`src/rtl/push_driver_if.sv`:
```
// Command/feedback bundle between the command source, push_driver and the walker.
//
// Handshake: a command transfers on a rising clk edge where cmd_valid and
// cmd_ready are both 1. cmd_ready is a registered-state decode and never
// depends on cmd_valid. The source holds cmd stable while cmd_valid is high.
// A cmd of 2'b00 is consumed like any other command but produces no step.
interface push_driver_if #(
    parameter int CNT_W = 4
);
    logic             start;
    logic             cmd_valid;
    logic [1:0]       cmd;
    logic             cmd_ready;
    logic             walk_clr;
    logic             dx;
    logic             dy;
    logic             hit;
    logic             goal;
    logic [CNT_W-1:0] move_cnt;
    logic [CNT_W-1:0] hit_cnt;
    logic             busy;
    logic             done;
    logic             fail;
    logic [2:0]       dbg_state;

    // Command source / walker side
    modport master (
        output start, cmd_valid, cmd, hit, goal,
        input  cmd_ready, walk_clr, dx, dy, move_cnt, hit_cnt,
               busy, done, fail, dbg_state
    );

    // push_driver side
    modport slave (
        input  start, cmd_valid, cmd, hit, goal,
        output cmd_ready, walk_clr, dx, dy, move_cnt, hit_cnt,
               busy, done, fail, dbg_state
    );
endinterface

```
`src/rtl/push_driver.sv`:
```
// Command sequencer for the push-box grid walker.
// Each non-zero command becomes a one-cycle dx/dy step, followed by a check
// cycle in which the walker's goal flag is sampled. Moves and collisions are
// counted; the run ends on goal (done) or when the move budget is spent (fail).
// All outputs are decoded from state and registers only.
// MAX_MOVES must lie in 1 .. 2**CNT_W-1 so the counters never wrap.
module push_driver #(
    parameter int MAX_MOVES = 15,
    parameter int CNT_W     = 4
) (
    input  logic         clk,
    input  logic         clr_n,
    push_driver_if.slave bus
);
    typedef enum logic [2:0] {
        S_IDLE  = 3'd0,
        S_CLR   = 3'd1,
        S_WAIT  = 3'd2,
        S_STEP  = 3'd3,
        S_CHECK = 3'd4,
        S_DONE  = 3'd5
    } state_t;

    localparam logic [CNT_W-1:0] MAX_CNT = CNT_W'(MAX_MOVES);

    state_t           r_state;
    state_t           w_state_nxt;
    logic [1:0]       r_cmd;
    logic [CNT_W-1:0] r_move_cnt;
    logic [CNT_W-1:0] r_hit_cnt;
    logic             r_done;
    logic             r_fail;

    logic             w_accept;
    logic             w_step_cmd;
    logic             w_budget_out;

    assign w_accept     = (r_state == S_WAIT) && bus.cmd_valid;
    assign w_step_cmd   = w_accept && (bus.cmd != 2'b00);
    assign w_budget_out = (r_move_cnt == MAX_CNT);

    // State register; clr_n forces IDLE, which also drops every decoded output
    always_ff @(posedge clk or negedge clr_n) begin
        if (!clr_n) begin
            r_state <= S_IDLE;
        end else begin
            r_state <= w_state_nxt;
        end
    end

    // Next-state logic and Moore output decode
    always_comb begin
        w_state_nxt   = r_state;
        bus.cmd_ready = 1'b0;
        bus.walk_clr  = 1'b0;
        bus.dx        = 1'b0;
        bus.dy        = 1'b0;
        bus.busy      = 1'b0;
        case (r_state)
            S_IDLE: begin
                if (bus.start) w_state_nxt = S_CLR;
            end
            S_CLR: begin
                bus.walk_clr = 1'b1;
                bus.busy     = 1'b1;
                w_state_nxt  = S_WAIT;
            end
            S_WAIT: begin
                bus.cmd_ready = 1'b1;
                bus.busy      = 1'b1;
                if (w_step_cmd) w_state_nxt = S_STEP;
            end
            S_STEP: begin
                bus.dx      = r_cmd[0];
                bus.dy      = r_cmd[1];
                bus.busy    = 1'b1;
                w_state_nxt = S_CHECK;
            end
            S_CHECK: begin
                bus.busy = 1'b1;
                // Goal wins over an exhausted budget on the same move
                if (bus.goal || w_budget_out) w_state_nxt = S_DONE;
                else                          w_state_nxt = S_WAIT;
            end
            S_DONE: begin
                if (bus.start) w_state_nxt = S_CLR;
            end
            default: begin
                w_state_nxt = S_IDLE;
            end
        endcase
    end

    // Command latch, counters and sticky result flags
    always_ff @(posedge clk or negedge clr_n) begin
        if (!clr_n) begin
            r_cmd      <= 2'b00;
            r_move_cnt <= '0;
            r_hit_cnt  <= '0;
            r_done     <= 1'b0;
            r_fail     <= 1'b0;
        end else begin
            case (r_state)
                S_CLR: begin
                    r_move_cnt <= '0;
                    r_hit_cnt  <= '0;
                    r_done     <= 1'b0;
                    r_fail     <= 1'b0;
                end
                S_WAIT: begin
                    if (w_step_cmd) r_cmd <= bus.cmd;
                end
                S_STEP: begin
                    // hit reflects the walker's reaction to the step driven now
                    r_move_cnt <= r_move_cnt + 1'b1;
                    r_hit_cnt  <= r_hit_cnt + CNT_W'(bus.hit);
                end
                S_CHECK: begin
                    if (bus.goal)        r_done <= 1'b1;
                    else if (w_budget_out) r_fail <= 1'b1;
                end
                default: begin
                end
            endcase
        end
    end

    assign bus.move_cnt  = r_move_cnt;
    assign bus.hit_cnt   = r_hit_cnt;
    assign bus.done      = r_done;
    assign bus.fail      = r_fail;
    assign bus.dbg_state = r_state;
endmodule
```
`src/flat_wrapper.sv`:
```
// flat-port wrapper written by rule: the top's interface ports become plain ports
module push_driver_flat 
#(
    parameter int MAX_MOVES = 15,
    parameter int CNT_W     = 4
)
  (clk, clr_n, bus_start, bus_cmd_valid, bus_cmd, bus_hit, bus_goal, bus_cmd_ready, bus_walk_clr, bus_dx, bus_dy, bus_move_cnt, bus_hit_cnt, bus_busy, bus_done, bus_fail, bus_dbg_state);
  push_driver_if #(.CNT_W(CNT_W)) bus_i ();
  input  logic clk;
  input  logic clr_n;
  input wire logic [$bits(bus_i.start)-1:0] bus_start;
  input wire logic [$bits(bus_i.cmd_valid)-1:0] bus_cmd_valid;
  input wire logic [$bits(bus_i.cmd)-1:0] bus_cmd;
  input wire logic [$bits(bus_i.hit)-1:0] bus_hit;
  input wire logic [$bits(bus_i.goal)-1:0] bus_goal;
  output wire logic [$bits(bus_i.cmd_ready)-1:0] bus_cmd_ready;
  output wire logic [$bits(bus_i.walk_clr)-1:0] bus_walk_clr;
  output wire logic [$bits(bus_i.dx)-1:0] bus_dx;
  output wire logic [$bits(bus_i.dy)-1:0] bus_dy;
  output wire logic [$bits(bus_i.move_cnt)-1:0] bus_move_cnt;
  output wire logic [$bits(bus_i.hit_cnt)-1:0] bus_hit_cnt;
  output wire logic [$bits(bus_i.busy)-1:0] bus_busy;
  output wire logic [$bits(bus_i.done)-1:0] bus_done;
  output wire logic [$bits(bus_i.fail)-1:0] bus_fail;
  output wire logic [$bits(bus_i.dbg_state)-1:0] bus_dbg_state;
  assign bus_i.start = bus_start;
  assign bus_i.cmd_valid = bus_cmd_valid;
  assign bus_i.cmd = bus_cmd;
  assign bus_i.hit = bus_hit;
  assign bus_i.goal = bus_goal;
  assign bus_cmd_ready = bus_i.cmd_ready;
  assign bus_walk_clr = bus_i.walk_clr;
  assign bus_dx = bus_i.dx;
  assign bus_dy = bus_i.dy;
  assign bus_move_cnt = bus_i.move_cnt;
  assign bus_hit_cnt = bus_i.hit_cnt;
  assign bus_busy = bus_i.busy;
  assign bus_done = bus_i.done;
  assign bus_fail = bus_i.fail;
  assign bus_dbg_state = bus_i.dbg_state;
  push_driver #(.MAX_MOVES(MAX_MOVES), .CNT_W(CNT_W)) u_core (.clk(clk), .clr_n(clr_n), .bus(bus_i));
endmodule
```
`config.mk`:
```
export PLATFORM = sky130hd
export DESIGN_NAME = push_driver_flat
export DESIGN_NICKNAME = d
export VERILOG_FILES = /design/src/rtl/push_driver_if.sv /design/src/rtl/push_driver.sv /design/src/flat_wrapper.sv
export SDC_FILE = /design/constraint.sdc
export NUM_CORES = 1
export LEC_CHECK = 0
export CAP_MARGIN = 10
export CORE_MARGIN = 3
export CORE_UTILIZATION = 39
export CTS_CLUSTER_SIZE = 14
export DETAILED_ROUTE_END_ITERATION = 8
export MAX_ROUTING_LAYER = met4
export PLACE_DENSITY = 0.77
export SETUP_SLACK_MARGIN = 0.3
export SYNTH_ARGS = -nofsm -noshare
export SYNTH_HDL_FRONTEND = slang
export SYNTH_SLANG_ARGS = --single-unit
```
`constraint.sdc`:
```
create_clock -name clk -period 2.97 [get_ports clk]
set_input_delay 0.4455 -clock clk [delete_from_list [all_inputs] [get_ports clk]]
set_output_delay 0.4455 -clock clk [all_outputs]
set_load 0.01 [all_outputs]
```
==> impl_metrics.tcl, run 1 <==
set metrics [dict create \
    hold_class "flop to flop" \
    synth-seq-cells 15 \
    clock_skew_ps 2.82 \
    antenna_cells 0 \
    p_per_area_nw_per_um2 1080 \
    ys.flop_type "dfrtp_1" \
    ant_nets 0 \
    start_util_pct 44.1 \
    grt_pass1_wl_um 3120 \
    clock_path_buffers 2 \
    final_nets 118 \
    dp_hpwl_um 1330 \
    drt_iter0_drc 10 \
    finalWorstPathRequiredPeriod_ps 2440 \
    yosysMostFrequentCell "dfrtp_1" \
    slew_viol_final 0 \
    dr.pass1.iters 4 \
    relSlewSlack_pct 55.5 \
    clock_latency_ps 280 \
    layout-drive-gt1-share_pct 4.72 \
    antenna_found_initial 0 \
    multi_input_area_um2 404 \
    syn_nets 93 \
    htreeDepth 1 \
    dieWidth_um 51.6 \
    synth.distinct_cells 30 \
    die_area_um2 2660 \
    grt_usage_pct 16.5 \
    finalSetupViolations 0 \
    cts_setup_buffers 0 \
    cp_data_arrival_time_ps 1990 \
    fin_ws_ps 532 \
    postSynthCellCount 82 \
    via_count 697 \
    synth_area_leaders "dfrtp_1 (46%), ha_1 (4.6%), nand2_1 (4.6%), nand3_1 (4.3%), o21ai_0 (4.3%)" \
    coreArea_um2 1840 \
    avgViaCountPerCell 5.32 \
    fill_cells 180 \
    placedCellCount 127 \
    pre_cts_ws_ps 842 \
    routedWlPerCell_um 13.8 \
    first_global_vias 690 \
    drc_errors 0 \
    yosysWarnings 0 \
    irDropWorstVdd_mv 0.764 \
    timing.fmax_mhz 410 \
    cts-resized-gates 0 \
    synth_seq_area_share_pct 46.3 \
    hold_viol_final 0 \
    ctsHoldBuffers 0 \
    die_y_um 51.6 \
    synthArstFlopShare_pct 100 \
    wl_um 1810 \
    io_buffers 25 \
    syn_to_final_growth_pct 34.6 \
    worst_pin_slew_ps 666 \
    grt_overflow 0 \
    crit_chain "nand2b_1 -> nor2_1 -> clkdlybuf4s50_1" \
    crit_family "flip-flops" \
    synth.avg_cell_area_um2 9.89 \
    leakagePower_nw 0.479 \
    ff_latch_area_um2 375 \
    place_congestion 0.771 \
    cts-root-buf "clkbuf_4" \
    numCtsBuffers 3 \
    grt_use_met2_pct 23.9 \
    critical_path_buf_inv_count 1 \
    fin_tns_setup_ps 0 \
    syn_area_um2 811 \
    grt_max_degree 20 \
    path_clk_slew_ps 90 \
    critPathRequiredTime_ps 2520 \
    crit_path_end_kind "output port" \
    yosysTopAreaCellShare_pct 46.3 \
    use_met3_pct 4.01 \
    min_period_over_period_pct 82.1 \
    fp-row-count 15 \
    cap_violations 0 \
    grt_use_met1_pct 21.5 \
    worstPathMaxFanout 13 \
    startpoint_type "flop" \
    rsz0062_at_grt "false" \
    io_pins 26 \
    critPathMaxStageDelay_ps 600 \
    power_w 0.00118 \
    post-synth-top-area-cell "dfrtp_1" \
    setup.worst_path.class "flop to output port" \
    status "finished clean" \
    synth-edff-count 0 \
    cts_sinks 15 \
    critPathSlowestCell "dfrtp_1" \
    cts_tree "yes" \
    synthTopCellsByCount "dfrtp_1 (15), nand2_1 (10), nand3_1 (7), o21ai_0 (7), buf_2 (4)" \
    busiest_layer "met2" \
    final_cells 131 \
]
-- metrics by stage --
step | area (µm²) | util (%) | hold WS [ps]
final | 1090 | 59.3 | 507
after global routing | 1090 | 59.3 | 552
after CTS | 1090 | 59.3 | 517
after detailed placement | 1060 | 57.9 | 496
after global placement | 1060 | 57.9 | 468
after floorplan | 811 | - | 150
-- registers in the layout, indices dropped and copies added, names as in the netlist --
name                  count
u_core.bus.move_cnt       4
u_core.r_cmd              2
u_core.bus.dbg_state      3
u_core.bus.hit_cnt        4
u_core.bus.done           1
u_core.bus.fail           1
-- metal layers --
metal / vias to the layer above / wire [µm]
li1: 343 / -
met1: 322 / 806
met2: 28 / 835
met3: 4 / 124
met4: 0 / 40
met5: - / 0
-- final timing paths --
kind	slack (ps)	startpoint	cells past startpoint	endpoint
worst max-delay path	530	u_core.bus.dbg_state[0]	3	bus_walk_clr
worst min-delay path	510	u_core.r_cmd[1]	1	u_core.r_cmd[1]
worst max register to register	1310	u_core.bus.dbg_state[1]	3	u_core.r_cmd[0]
worst min register to register	510	u_core.r_cmd[1]	1	u_core.r_cmd[1]
max in group asynchronous	1980	clr_n	1	u_core.bus.move_cnt[1]
min in group asynchronous	560	clr_n	1	u_core.bus.hit_cnt[3]
-- kinds of logic after synthesis --
family | after synthesis | synth area share [%]
AO/OA/AOI/OAI | 16 | 13.3
XOR/XNOR | 1 | 1.08
adder cells (fa/ha/maj) | 3 | 4.63
buffers and inverters | 6 | 3.86
flip-flops | 15 | 46.3
multiplexers | 4 | 5.25
AND/OR/NAND/NOR | 37 | 25.6
-- power breakdown --
part / leakage [nW] / internal, W / switching, W
Combinational: 0.275 / 0.000349 / 0.000258
Sequential: 0.189 / 0.000304 / 0.000155
Clock: 0.0150 / 0.0000521 / 0.0000638
Total: 0.479 / 0.000705 / 0.000477
-- cells in the final DEF, fill, tap and decap left out, drive strengths merged --
cell	n
nor3	2
clkdlybuf4s50	25
nand3b	2
a31oi	2
a21oi	1
nor4	1
a211o	1
nand3	7
mux2i	2
nor3b	3
xnor2	1
a21o	1
and2	1
a22o	1
dfrtp	15
o21ai	7
and3	3
ha	3
o211ai	2
nand2	10
or4	1
a311o	1
mux2	2
and2b	1
nor2	3
inv	1
clkbuf	4
nand2b	3
-- worst register-to-register path, stage by stage, from the launching register on --
cell and delay [ps]:
dfrtp_1 690, nor3b_4 350, o211ai_2 160, mux2_1 330
-- layout make-up --
type / count / share of cell area, %
Multi-Input combinational cell: 61 / 37.0
Sequential cell: 15 / 34.4
Timing Repair Buffer: 25 / 22.9
Tap cell: 25 / 2.87
Clock buffer: 4 / 2.41
Inverter: 1 / 0.344
(Power assumes the default switching activity.)
==> run 2: changes to the inputs <==
Clock period 2.97 ns to 2.4 ns, I/O delays scaled along.
==> impl_metrics.tcl, run 2 (synthesis gave the netlist of run 1 again) <==
set metrics [dict create \
    status "finished clean" \
    final_nets 128 \
    drt_iter0_drc 13 \
    cts_sinks 15 \
    via_count 773 \
    hold_viol_final 0 \
    timing.fmax_mhz 498 \
    clock_path_buffers 2 \
    first_global_vias 721 \
    critPathMaxStageDelay_ps 470 \
    antenna_cells 0 \
    worstPathMaxFanout 6 \
    io_pins 26 \
    setup.worst_path.class "flop to output port" \
    crit_chain "and2b_2 -> and3_1 -> clkdlybuf4s50_1" \
    fin_tns_setup_ps 0 \
    clock_skew_ps 7.53 \
    wl_um 2030 \
    path_clk_slew_ps 100 \
    avgViaCountPerCell 5.48 \
    final_common_cell "clkdlybuf4s50_1" \
    cp_data_arrival_time_ps 1650 \
    io_buffers 25 \
    grt_pass1_wl_um 3270 \
    place_congestion 0.734 \
    slew_viol_final 0 \
    syn_to_final_growth_pct 45.7 \
    grt_max_degree 16 \
    layout-drive-gt1-share_pct 17.2 \
    fin_ws_ps 392 \
    finalSetupViolations 0 \
    grt_overflow 0 \
    cts-root-buf "clkbuf_4" \
    routedWlPerCell_um 14.4 \
    crit_family "flip-flops" \
    drc_errors 0 \
    pre_cts_ws_ps 409 \
    fp-row-count 15 \
    die_area_um2 2660 \
    final_cells 141 \
    most-common-layout-cells "clkdlybuf4s50_1 (22), dfrtp_1 (12), nand2_1 (10), buf_4 (10)" \
    critPathRequiredTime_ps 2040 \
    dr.pass1.iters 4 \
    htreeDepth 1 \
    leakagePower_nw 0.574 \
    irDropWorstVdd_mv 0.745 \
    critPathSlowestCell "dfrtp_2" \
    worst_pin_slew_ps 667 \
    crit_path_end_kind "output port" \
    finalWorstPathRequiredPeriod_ps 2010 \
    die_y_um 51.6 \
    fill_cells 147 \
    relSlewSlack_pct 55.4 \
    placedCellCount 129 \
    ant_nets 0 \
    dp_hpwl_um 1360 \
    p_per_area_nw_per_um2 1360 \
    hold_class "primary input to async pin" \
    coreArea_um2 1840 \
    timing.hold.ws_ps 472 \
    clock_latency_ps 280 \
    rsz0062_at_grt "false" \
    cap_violations 0 \
    grt_usage_pct 16.9 \
    start_util_pct 44.1 \
    startpoint_type "flop" \
    antenna_found_initial 0 \
    cts_tree "yes" \
    min_period_over_period_pct 83.7 \
    dieWidth_um 51.6 \
    numCtsBuffers 3 \
    critical_path_buf_inv_count 1 \
]
-- run 2: cell types whose count changed in the layout (fill, tap and decap cells not counted), moves of 3 or more --
| cell | before | now |
|---|---|---|
| buf_4 | 0 | 10 |
| clkdlybuf4s50_1 | 25 | 22 |
| dfrtp_1 | 15 | 12 |
| dfrtp_2 | 0 | 3 |
| dlymetal6s2s_1 | 0 | 3 |
-- run 2: path summary, 6_finish.rpt --
check | end | slack (ps) | depth (start not counted) | startpoint
worst max-delay path | bus_dy | 390 | 3 | u_core.bus.dbg_state[0]
worst min-delay path | u_core.bus.hit_cnt[2] | 470 | 1 | clr_n
worst max register to register | u_core.bus.hit_cnt[3] | 910 | 5 | u_core.bus.dbg_state[2]
worst min register to register | u_core.r_cmd[1] | 510 | 1 | u_core.r_cmd[1]
max in group asynchronous | u_core.bus.dbg_state[2] | 1450 | 1 | clr_n
min in group clk | u_core.r_cmd[1] | 510 | 1 | u_core.r_cmd[1]
-- run 2: report_power, final --
part	internal [W]	switching, W	total (W)
clock	0.0000645	0.0000832	0.000148
combinational	0.000529	0.000397	0.000927
sequential	0.000382	0.000149	0.000531
total	0.000976	0.000630	0.00161
-- run 2: cell type report --
class / instances / area (µm²) / area share, %
Multi-Input combinational cell: 61 / 408 / 34.5
Sequential cell: 15 / 379 / 32.1
Timing Repair Buffer: 35 / 333 / 28.2
Tap cell: 25 / 31.3 / 2.65
Clock buffer: 4 / 26.3 / 2.22
Inverter: 1 / 3.75 / 0.318
-- run 2: per-layer routing --
metal	GRT usage, %	part of all wire [%]	up-vias
met5	-	0	-
met4	3.93	0.74	0
met3	5.73	5.9	2
met2	28.2	52	22
met1	19.7	41	384
li1	-	-	365
-- run 2: stage by stage --
step | instance area, µm² | power [W] | utilization (%)
final | 1180 | 0.00161 | 64.2
after global routing | 1180 | 0.00172 | 64.2
after CTS | 1160 | 0.00158 | 62.9
after detailed placement | 1080 | 0.00135 | 58.7
after global placement | 1080 | 0.00133 | 58.7
after floorplan | 811 | 0.000956 | -
-- run 2: repair_timing --
item                                    CTS  global route
gates resized for setup                   4             4
hold buffers                              0             0
endpoints found under the setup margin    5             5
buffers inserted                          6             2
==> RTL change 1, RTL diff (flow settings as in run 2) <==
`CNT_W` is set to 4 in 3 places; all go to 6.
--- a/src/rtl/push_driver_if.sv
+++ b/src/rtl/push_driver_if.sv
@@ -5,7 +5,7 @@
 // depends on cmd_valid. The source holds cmd stable while cmd_valid is high.
 // A cmd of 2'b00 is consumed like any other command but produces no step.
 interface push_driver_if #(
-    parameter int CNT_W = 4
+    parameter int CNT_W = 6
 );
     logic             start;
     logic             cmd_valid;
--- a/src/rtl/push_driver.sv
+++ b/src/rtl/push_driver.sv
@@ -6,7 +6,7 @@
 // MAX_MOVES must lie in 1 .. 2**CNT_W-1 so the counters never wrap.
 module push_driver #(
     parameter int MAX_MOVES = 15,
-    parameter int CNT_W     = 4
+    parameter int CNT_W     = 6
 ) (
     input  logic         clk,
     input  logic         clr_n,
--- a/src/flat_wrapper.sv
+++ b/src/flat_wrapper.sv
@@ -2,7 +2,7 @@
 module push_driver_flat 
 #(
     parameter int MAX_MOVES = 15,
-    parameter int CNT_W     = 4
+    parameter int CNT_W     = 6
 )
   (clk, clr_n, bus_start, bus_cmd_valid, bus_cmd, bus_hit, bus_goal, bus_cmd_ready, bus_walk_clr, bus_dx, bus_dy, bus_move_cnt, bus_hit_cnt, bus_busy, bus_done, bus_fail, bus_dbg_state);
   push_driver_if #(.CNT_W(CNT_W)) bus_i ();
Interface: changed (resized bus_hit_cnt and bus_move_cnt); port bits go from 26 to 30. No check against the original RTL was run, so the function may have changed too.
==> RTL change 1 against run 2 <==
Total power up 9.8%; setup slack better by 0.045 ns; sequential cell count up 4; maximum frequency up 2.3%; wire length up 29%; design area up 30%; synthesized area up 31%; global-route usage down 0.97 points; critical path type unchanged; largest cell class unchanged.
==> RTL change 1: results (changes against run 2) <==
| Metric | Value |
|---|---|
| Total global routing track utilization | `15.9% (-0.97 points)` |
| Last weighted congestion value of the routability-driven placer | `0.795 (+8.3%)` |
| Peak supply drop | `0.706 mV (-5.3%)` |
| Clock network power | `0.167 mW (+13%)` |
| Clk_skew | `0.00162 ns (-0.00591 ns)` |
| Distinct cells, synth | `32 (+6.7%)` |
| Top post-synthesis cells by count | `dfrtp_1, nand2_1, nand3_1, a22o_1, mux2_2` |
| Cell total after placement | `160 (+24%)` |
| Top cells by area, synth | `dfrtp_1, mux2_2, a22o_1` |
| Maximum number of pins on one net before global-route repair | `20 (+4)` |
| Synth Instances | `103 (+26%)` |
| Status | `complete, no violations` |
| Worst hold slack | `0.373 ns (-0.0983 ns)` |
| Clock latency of the later-clocked register in the worst-skew pair | `0.30 ns (+0.02 ns)` |
| Signal arrival time at the worst endpoint | `1.60 ns (-0.05 ns)` |
| Placed Instance Area | `1390 um^2 (+28%)` |
| Number of iterations in the first detailed-routing pass | `5 (+1)` |
| Reg-to-reg setup timing slack | `0.82 ns (-0.09 ns)` |
| Proportion of layout cells with a drive suffix above 1 | `22.4% (+5.2 points)` |
| Count of filler cells inserted in the layout | `220 (+50%)` |
| Stage delay of the slowest cell on the critical path | `0.54 ns (+0.07 ns)` |
| Post-detailed-route wirelength per cell | `14.8 um (+2.8%)` |
| Post-Synthesis Net Count | `114 (+23%)` |
| Area share of xor/xnor cells in the synthesized design | `1.65% (+0.57 points)` |
| Iteration-0 DRC Markers | `50 (+37)` |
| Crit path max-delay cell type | `clkdlybuf4s50_1` |
| Peak fanout along the critical path | `8 (+2)` |
| Wire length of the first global-routing pass | `4050 um (+24%)` |
## RTL change 1: cell count changes in the layout (fill, tap and decap cells not counted), moves of 3 or more
cell             delta
a22o_1              +6
buf_4               +6
clkdlybuf4s50_1     +3
dfrtp_1             +4
mux2_2              +6
nand2_1             +3
nand3b_1            +3
nor3b_1             +3
o21ai_0             -3
## RTL change 1: what timing repair did
item / 4_1_cts / 5_1_grt
pin swaps: 0 / 0
hold buffers: 0 / 0
endpoints found under the setup margin: 6 / 5
buffers inserted: 4 / 9
resized for setup: 5 / 4
## RTL change 1: per-layer routing
metal  part of all wire, %  GRT usage, %  routed length [um]  vias up
met3                   4.7          4.68                 122        2
met2                    47          22.4                1240       26
met4                  0.38          3.64                  10        0
li1                      -             -                   -      472
met5                     0             -                   0        -
met1                    47          22.6                1240      459
## RTL change 1: cell type report
cell class	instances	area (um^2)	share of cell area, %
multi-input cells	78	557	36.1
flip-flops and latches	19	479	31.1
repair buffers	46	440	28.6
clock buffers	4	26.3	1.71
well taps	30	37.5	2.44
